<file path="src/rtl/alu_pkg.sv">
// Shared definitions for the ALU datapath: function codes, flag layout and
// the default set of arithmetic function codes.
package alu_pkg;

  // Function codes {f2,f1,f0} as driven into the 8-to-1 result mux.
  localparam logic [2:0] FSEL_0 = 3'd0;
  localparam logic [2:0] FSEL_1 = 3'd1;
  localparam logic [2:0] FSEL_2 = 3'd2;
  localparam logic [2:0] FSEL_3 = 3'd3;
  localparam logic [2:0] FSEL_4 = 3'd4;
  localparam logic [2:0] FSEL_5 = 3'd5;
  localparam logic [2:0] FSEL_6 = 3'd6;
  localparam logic [2:0] FSEL_7 = 3'd7;

  // Flag vector layout {Z,N,C,V}.
  localparam int FLAG_W = 4;
  localparam int FLAG_Z = 3;
  localparam int FLAG_N = 2;
  localparam int FLAG_C = 1;
  localparam int FLAG_V = 0;

  typedef logic [FLAG_W-1:0] flags_t;

  // Codes 0 and 1 come from the adder, so only they carry meaningful C/V.
  localparam logic [7:0] ARITH_MASK_DEFAULT = 8'b0000_0011;

endpackage

</file>
<file path="src/rtl/alu_result_fifo.sv">
// Generic synchronous FIFO: DEPTH entries of DATA_W bits, head entry shown
// on rdData. Pushes when full and pops when empty are ignored.
module alu_result_fifo #(
  parameter int DATA_W = 8,
  parameter int DEPTH  = 2
) (
  input  logic              clk,
  input  logic              rst,
  input  logic              push,
  input  logic              pop,
  input  logic [DATA_W-1:0] wrData,
  output logic [DATA_W-1:0] rdData,
  output logic              full,
  output logic              empty
);

  localparam int PTR_W = (DEPTH > 1) ? $clog2(DEPTH) : 1;
  // One extra bit so that a full FIFO and an empty FIFO have different counts.
  localparam int OCC_W = PTR_W + 1;
  localparam logic [PTR_W-1:0] PTR_ONE  = PTR_W'(1);
  localparam logic [OCC_W-1:0] OCC_ONE  = OCC_W'(1);
  localparam logic [OCC_W-1:0] OCC_FULL = OCC_W'(DEPTH);

  logic [DATA_W-1:0] mem [DEPTH];
  logic [PTR_W-1:0]  wrPtr;
  logic [PTR_W-1:0]  rdPtr;
  logic [OCC_W-1:0]  occupancy;
  logic              doWrite;
  logic              doRead;

  assign full    = (occupancy == OCC_FULL);
  assign empty   = (occupancy == '0);
  assign doWrite = push && !full;
  assign doRead  = pop && !empty;
  assign rdData  = mem[rdPtr];

  // Storage array: written at the write pointer on an accepted push.
  // NOTE: the data array has no reset; entries are only observable once the
  // occupancy counter says they were written, so clearing them buys nothing.
  always_ff @(posedge clk) begin
    if (doWrite) begin
      mem[wrPtr] <= wrData;
    end
  end

  // Pointer and occupancy bookkeeping; pointers wrap naturally at DEPTH.
  // NOTE: sequential state uses non-blocking assignments so every register
  // sees the pre-edge values of the others, independent of statement order.
  always_ff @(posedge clk) begin
    if (rst) begin
      wrPtr     <= '0;
      rdPtr     <= '0;
      occupancy <= '0;
    end else begin
      if (doWrite) begin
        wrPtr <= wrPtr + PTR_ONE;
      end
      if (doRead) begin
        rdPtr <= rdPtr + PTR_ONE;
      end
      case ({doWrite, doRead})
        2'b10:   occupancy <= occupancy + OCC_ONE;
        2'b01:   occupancy <= occupancy - OCC_ONE;
        default: occupancy <= occupancy;
      endcase
    end
  end

endmodule

</file>
<file path="src/rtl/alu_result_stage.sv">
// Registered output stage behind the function-select mux: tags each result
// with its function code and Z/N/C/V flags, buffers it, and hands it to the
// consumer over valid/ready. Also counts retired results and keeps a sticky
// overflow indication.
module alu_result_stage
  import alu_pkg::*;
#(
  parameter int         WIDTH      = 4,
  parameter int         DEPTH      = 2,
  parameter logic [7:0] ARITH_MASK = ARITH_MASK_DEFAULT,
  parameter int         CNT_W      = 8
) (
  input  logic             clk,
  input  logic             rst,
  input  logic             in_valid,
  output logic             in_ready,
  input  logic [2:0]       in_fsel,
  input  logic [WIDTH-1:0] in_result,
  input  logic             in_cout,
  input  logic             in_ovf,
  output logic             out_valid,
  input  logic             out_ready,
  output logic [2:0]       out_fsel,
  output logic [WIDTH-1:0] out_result,
  output logic [3:0]       out_flags,
  output logic [CNT_W-1:0] retire_cnt,
  output logic             sticky_v,
  input  logic             clr_sticky
);

  typedef struct packed {
    logic [2:0]       fsel;
    logic [WIDTH-1:0] result;
    flags_t           flags;
  } entry_t;

  localparam int               ENTRY_W = $bits(entry_t);
  localparam logic [CNT_W-1:0] CNT_ONE = CNT_W'(1);

  entry_t pushEntry;
  entry_t headEntry;
  logic   fifoFull;
  logic   fifoEmpty;
  logic   doPush;
  logic   doPop;
  logic   isArith;

  // in_ready depends only on occupancy, never on out_ready, so a full buffer
  // refuses a push even in a cycle where it is also being drained.
  assign in_ready  = !fifoFull;
  assign out_valid = !fifoEmpty;
  assign doPush    = in_valid && in_ready;
  assign doPop     = out_valid && out_ready;
  assign isArith   = ARITH_MASK[in_fsel];

  // Build the entry to store: result, code and flags computed at push time.
  // NOTE: every combinational output gets a default at the top of the block
  // so no path leaves it unassigned and no latch is inferred.
  always_comb begin
    pushEntry                = '0;
    pushEntry.fsel           = in_fsel;
    pushEntry.result         = in_result;
    pushEntry.flags[FLAG_Z]  = (in_result == '0);
    pushEntry.flags[FLAG_N]  = in_result[WIDTH-1];
    pushEntry.flags[FLAG_C]  = in_cout & isArith;
    pushEntry.flags[FLAG_V]  = in_ovf & isArith;
  end

  alu_result_fifo #(
    .DATA_W (ENTRY_W),
    .DEPTH  (DEPTH)
  ) u_fifo (
    .clk    (clk),
    .rst    (rst),
    .push   (doPush),
    .pop    (doPop),
    .wrData (pushEntry),
    .rdData (headEntry),
    .full   (fifoFull),
    .empty  (fifoEmpty)
  );

  // Present the head entry, or all zeros when nothing is buffered.
  always_comb begin
    out_fsel   = '0;
    out_result = '0;
    out_flags  = '0;
    if (out_valid) begin
      out_fsel   = headEntry.fsel;
      out_result = headEntry.result;
      out_flags  = headEntry.flags;
    end
  end

  // Count every retired (popped) entry, wrapping at 2^CNT_W.
  always_ff @(posedge clk) begin
    if (rst) begin
      retire_cnt <= '0;
    end else if (doPop) begin
      retire_cnt <= retire_cnt + CNT_ONE;
    end
  end

  // Remember that an overflowing result was retired; clearing wins a tie.
  always_ff @(posedge clk) begin
    if (rst) begin
      sticky_v <= 1'b0;
    end else if (clr_sticky) begin
      sticky_v <= 1'b0;
    end else if (doPop && headEntry.flags[FLAG_V]) begin
      sticky_v <= 1'b1;
    end
  end

endmodule

</file>
<file path="config.mk">
export PLATFORM = sky130hd
export DESIGN_NAME = alu_result_stage
export DESIGN_NICKNAME = d
export VERILOG_FILES = /design/src/rtl/alu_pkg.sv /design/src/rtl/alu_result_fifo.sv /design/src/rtl/alu_result_stage.sv
export SDC_FILE = /design/constraint.sdc
export NUM_CORES = 1
export LEC_CHECK = 0
export ABC_AREA = 1
export CAP_MARGIN = 15
export CORE_UTILIZATION = 35
export DETAILED_ROUTE_END_ITERATION = 12
export MAX_ROUTING_LAYER = met4
export PLACE_DENSITY = 0.7
export RECOVER_POWER = 25
export SLEW_MARGIN = 20
export SYNTH_ARGS = -nofsm -noshare
export SYNTH_HDL_FRONTEND = slang
export SYNTH_HIERARCHICAL = 1
export SYNTH_SLANG_ARGS = --single-unit
</file>
<file path="constraint.sdc">
create_clock -name clk -period 1.8 [get_ports clk]
set_input_delay 0.36 -clock clk [delete_from_list [all_inputs] [get_ports clk]]
set_output_delay 0.36 -clock clk [all_outputs]
set_load 0.005 [all_outputs]
</file>
Yosys cells after proc, flatten, opt, wreduce, memory -nomap -nowiden. Memories as Yosys holds them, arrays and structs flattened. A register that Yosys moved wholly into a read port is not among the register bits. Index checks and enable logic that the tools add are counted.

Equality and inequality tests: 3. Reduce and logical (&&, ||, !) cells: 11. Bitwise logic cells: 2. $add $sub $neg: 5. Magnitude comparators: 1. Muxes and demuxes: 9.

Operators with widths (count): adder 8 x 1 -> 8 bit (second input constant) (1); two-way mux 4 bit (2); logical AND 1 bit (5); two-way mux 1 bit (5); equality test 2 bit (second input constant) (2); zero test 4 bit (1); < comparator 3 x 4 -> 1 bit (second input constant) (1); one-hot mux 2 bit (2 select lines) (1); two-way mux 3 bit (1); adder 1 bit (second input constant) (2); adder 2 x 1 -> 2 bit (second input constant) (1); AND 1 bit (2); equality test 2 x 1 -> 1 bit (second input constant) (1); zero test 1 bit (2); zero test 2 bit (1); nonzero test 2 bit (1); OR reduction 2 bit (1); subtractor 2 x 1 -> 2 bit (second input constant) (1).

Memories: 2. ROM bits: 8. Memory bits (writable): 22. Bits of input ports: 14. Output and inout port bits: 22. Bits in registers: 13. Logic and storage cells: 38.

Memories: u_fifo.mem (words 2, bits a word 11, rd ports 1, clocked after memory_dff 1, wr ports 1, RTL line alu_result_fifo.sv:24) `logic [DATA_W-1:0] mem [DEPTH];`; (no name shown) (words 8, bits a word 1, rd ports 1, clocked after memory_dff 0, wr ports 0, RTL line alu_result_stage.sv:54) `assign isArith = ARITH_MASK[in_fsel];`.

Longest topological paths before layout.
Depth after elaboration: 6. Mapped depth: 12. Depth with buffers taken out: 12.

Cells and area by module. The synthesis kept the hierarchy.

By module, submodules not included: alu_result_fifo (area an instance 1064.8 um^2, cells an instance 74, sequential area each 760.7 um^2, instances 1); alu_result_stage (area an instance 540.5 um^2, cells an instance 87, sequential area each 180.2 um^2, instances 1).

Worst setup path before layout. OpenSTA, ideal clock, no wires.

Kind: flip-flop to flip-flop. Start: register u_fifo.occupancy[0]. End: memory u_fifo/mem[0][0] in the netlist's numbering, enable pin. Arrival: 1.305 ns. Setup time: 0.378 ns. Stages on the path, launching flop included: 7. Clock period less this slack: 1.683 ns. Path buffers: 0. Data required time: 1.422 ns. Slack: 0.117 ns. Cells stage by stage: dfxtp_1 nor2_4 nor2_1 inv_1 nor2_4 inv_2 nor2_1.

Word-level cells in the longest chain between the ends: 6.

Ends and longest elaborated chain: from (decl) (RTL line alu_result_fifo.sv:27) `logic [OCC_W-1:0] occupancy;`; from (signal assigned) (RTL line alu_result_fifo.sv:62) `2'b10: occupancy <= occupancy + OCC_ONE;`; from (signal assigned) (RTL line alu_result_fifo.sv:63) `2'b01: occupancy <= occupancy - OCC_ONE;`; from (signal assigned) (RTL line alu_result_fifo.sv:64) `default: occupancy <= occupancy;`; equality test 2 bit (RTL line alu_result_fifo.sv:31) `assign full = (occupancy == OCC_FULL);`; net fifoFull (RTL line alu_result_stage.sv:42) `logic fifoFull;`; zero test 1 bit (RTL line alu_result_stage.sv:50) `assign in_ready = !fifoFull;`; logical AND 1 bit (RTL line alu_result_stage.sv:52) `assign doPush = in_valid && in_ready;`; net doPush (RTL line alu_result_stage.sv:44) `logic doPush;`; logical AND 1 bit (RTL line alu_result_fifo.sv:33) `assign doWrite = push && !full;`; two-way mux 1 bit (RTL line alu_result_fifo.sv:41) `if (doWrite) begin`; two-way mux 1 bit (not written as such) (RTL line alu_result_fifo.sv:42) `mem[wrPtr] <= wrData;`; to (decl) (RTL line alu_result_fifo.sv:24).

The timed path passes the listed nets, and every way through them passes these cells.

==> results.md <==
| Quantity | Value |
|:---|:---|
| Finished Cell Area | 0.00228 mm^2 |
| List of cells traversed by the critical path | buf_6 > buf_6 > mux2_4 > inv_1 > nor2_1 > buf_2 |
| Total of flip-flops plus latches after synthesis | 36 |
| Path class of the lowest-slack min-delay path | reg2reg |
| Netlist area before placement | 0.00161 mm^2 |
| Source of the worst register-to-register timing path | u_fifo/occupancy[1] |
| Type of the worst setup path | reg2out |
| Maxcap violations | 0 |
| Height of the die | 69.7 um |
| Average via count per standard cell | 4.36 |
| Number of cells traversed by the worst hold path | 1 |
| Routed WL | 2960 um |
| Antenna violations before repair | 0 |
| Number of slew-limit violations in the final report | 0 |
| WHS | 467 ps |
| Number of port buffers | 35 |
| Pre-CTS setup slack | -64.3 ps |
| Worst EP arrival | 1390 ps |
| Routed WL per cell | 11.1 um |
| Critical Path Fanout Max | 4 |
| CP max stage cell | sky130_fd_sc_hd__dfxtp_4 |
| Final worst path period share | 97.2% |
| Synth top area share | 41.2% |
| Number of nets with antenna violations after detailed routing | 0 |
| Number of DRC markers in iteration 0 | 35 |
| Wire length of the first global-routing pass | 4910 um |
| Final layout net count | 230 |
| Minimum setup slack among reg-to-reg paths | 170 ps |
| Proportion of layout cells with a drive suffix above 1 | 24.7% |
| Setup slack of the critical path after layout | 50.6 ps |
| Worst relative slew slack | 78.3% |
| Clock transition at path regs | 70 ps |
| Yosys warns | 6 |
| Grt ovf | 0 |
| Transition time at the pin with the least slew margin | 323 ps |
| Placed wire-length estimate after detailed placement | 2140 um |
| Clock sink count | 36 |
| Leak | 0.000968 uW |
| Grt peak-use layer | met2 |
| Clock tree from TritonCTS | done |
| Crit Reg-Reg Endpoint | u_fifo/occupancy[1] |
| Status | completed |
| Number of global-route vias before repair | 1,147 |
| Number of nets produced by synthesis | 177 |
| Master cell of the clock root buffer | sky130_fd_sc_hd__clkbuf_8 |
| Critical Path RT | 1440 ps |
| Max stage delay on crit path | 370 ps |
| Most frequent cell on the critical path | sky130_fd_sc_hd__buf_6 |
| Residual DRC | 0 |
| Antenna diode count | 0 |
| Global placer's final weighted congestion | 0.757 |
| Worst supply voltage drop on vdd | 0.597 mV |
| Count of placed standard cells in the final layout, fillers left out | 267 |
| Share of the yosys chip area belonging to registers | 58.6% |
| Final standard cell utilization of the core | 52.0% |
| CTS Hold Bufs | 0 |
| Unrepaired setup endpoints after global routing | true |
| Met1 routing resource usage after global routing | 14.5% |
| Post-synth top cells | sky130_fd_sc_hd__nor2_1 (37), sky130_fd_sc_hd__inv_1 (25), sky130_fd_sc_hd__edfxtp_1 (22) |
| Library cells used by synthesis | 22 |
| Clock buffer count from CTS | 5 |
| Total instance count after detailed placement | 257 |
| Post-synthesis async set-or-reset flop share | 0% |
| Gr usage total | 13.5% |
| Crit end category | output port |
| Starting density of the core | 36.6% |
| Number of vias in the routed layout | 1,165 |
| Worst-Skew Late Latency | 280 ps |
| Placed Instance Area | 0.00212 mm^2 |
| Full die area | 0.00486 mm^2 |
| Grt met3 use | 2.62% |
| Library cell with the highest instance count after synthesis | sky130_fd_sc_hd__nor2_1 |
| Depth of the worst register-to-register path | 12 |
| Main area contributors after synthesis | sky130_fd_sc_hd__edfxtp_1 (41%), sky130_fd_sc_hd__dfxtp_1 (17%), sky130_fd_sc_hd__nor2_1 (8.7%) |
| Number of endpoints with negative hold slack in the final report | 0 |
| X dimension of the die | 69.7 um |
| Kind of start point of the critical path | flip-flop |
| Count of standard-cell rows | 24 |
| Clock tree buffer depth | 2 |
| Most used DFF post-synth | sky130_fd_sc_hd__edfxtp_1 |
| Worst hold start | sticky_v |
| Total number of H-tree levels | 2 |
| Pin count of the biggest net entering global routing | 14 |
| Post-synth EDFFs | 22 |
| Highest clock rate | 572 MHz |
| Area Overhead vs Synth | 42.1% |
| Final setup skew | 6.32 ps |
| Met2 track demand over resource in global routing | 23.7% |
| Average instance area after synthesis | 9.97 um^2 |
| Setup violation total in the final timing report | 0 |
| Area of the placeable core | 0.00438 mm^2 |
| Boundary Pins | 36 |
| Cells after Synth | 161 |
| Minimum clock period after layout | 1750 ps |
| Hold-critical path endpoint | sticky_v |
| Number of detailed-routing iterations run before antenna repair | 4 |
| Cell type with the largest total area after synthesis | sky130_fd_sc_hd__edfxtp_1 |
| Power per Cell Area | 1070 mW/mm^2 |
## power breakdown
part           switching, uW  internal (uW)  leakage, uW
Combinational            325            395     0.000592
Sequential              44.5            982     0.000322
Clock                    281            409    0.0000541
Total                    650           1790     0.000968
## cell usage in the layout (no fill, tap or decap), types with 4 or more instances in the layout
master,instances
sky130_fd_sc_hd__dlygate4sd3_1,7
sky130_fd_sc_hd__nand2_1,20
sky130_fd_sc_hd__inv_1,23
sky130_fd_sc_hd__inv_2,5
sky130_fd_sc_hd__dfxtp_1,12
sky130_fd_sc_hd__mux2_4,6
sky130_fd_sc_hd__buf_4,6
sky130_fd_sc_hd__nor2_4,5
sky130_fd_sc_hd__a21oi_1,4
sky130_fd_sc_hd__clkdlybuf4s50_1,16
sky130_fd_sc_hd__clkbuf_8,5
sky130_fd_sc_hd__clkdlybuf4s15_1,6
sky130_fd_sc_hd__nor2_1,37
sky130_fd_sc_hd__buf_6,4
sky130_fd_sc_hd__mux2_2,5
sky130_fd_sc_hd__edfxtp_1,22
## state kept, by name, indices dropped and copies added, names as in the netlist, named ones only
register,count
sticky_v,1
u_fifo/occupancy,2
retire_cnt,8
u_fifo/mem,22
u_fifo/wrPtr,1
u_fifo/rdPtr,1
## critical path: cells and delay by family (launching register included)
kind	cells	cell delay, ps
buffers and inverters	4	420
DFF	1	370
muxes	1	290
and+or+nand+nor	1	40
## area by class of cell
cell class / count / area, um^2
fillers: 389 / 2100
flip-flops and latches: 36 / 948
multi-input cells: 95 / 569
repair buffers: 48 / 482
inverters: 28 / 105
clock buffers: 5 / 68.8
well taps: 52 / 65.1
clock inverters: 3 / 42.5
## cells by family (layout without fill, tap and decap cells)
group                    after synthesis  after routing  synth area share (%)
AO/OA/AOI/OAI                          7              7                  2.34
XOR/XNOR                               1              1                 0.546
multiplexers                          11             11                  7.72
flip-flops                            36             36                  58.6
adder cells (fa/ha/maj)                2              2                  1.56
AND/OR/NAND/NOR                       74             74                  21.9
buffers and inverters                 30             84                  7.33
## how the worst max path moves through the flow
stage                         from  cells past startpoint                   to
6_report                 flip-flop                      6        out_result[2]
5_1_grt                  flip-flop                      5          out_fsel[0]
4_1_cts                  flip-flop                      7        out_result[0]
3_5_place_dp              in_valid                     12  u_fifo/occupancy[1]
3_3_place_gp              in_valid                     12  u_fifo/occupancy[1]
2_1_floorplan  u_fifo/occupancy[0]                      6     u_fifo/mem[0][0]
## metal layers
| metal | wire length (um) | part of all wire [%] |
|---|---|---|
| met4 | 46 | 1.6 |
| met3 | 65 | 2.2 |
| met2 | 1590 | 54 |
| met5 | 0 | 0 |
| met1 | 1260 | 43 |
## stage by stage
step / TNS [ps] / power [uW]
2_1_floorplan: 0 / 1370
3_3_place_gp: -22.5 / 1730
3_5_place_dp: -64.3 / 1740
4_1_cts: -95.2 / 2450
5_1_grt: -6.02 / 2550
6_report: 0 / 2440
## what timing repair did
item	in CTS	in global routing
endpoints found under the hold margin	0	0
buffers inserted	3	0
gates cloned	0	0
endpoints found under the setup margin	12	12
pin swaps	0	1
resized for setup	32	14
Power figures use the tool's default switching activity.
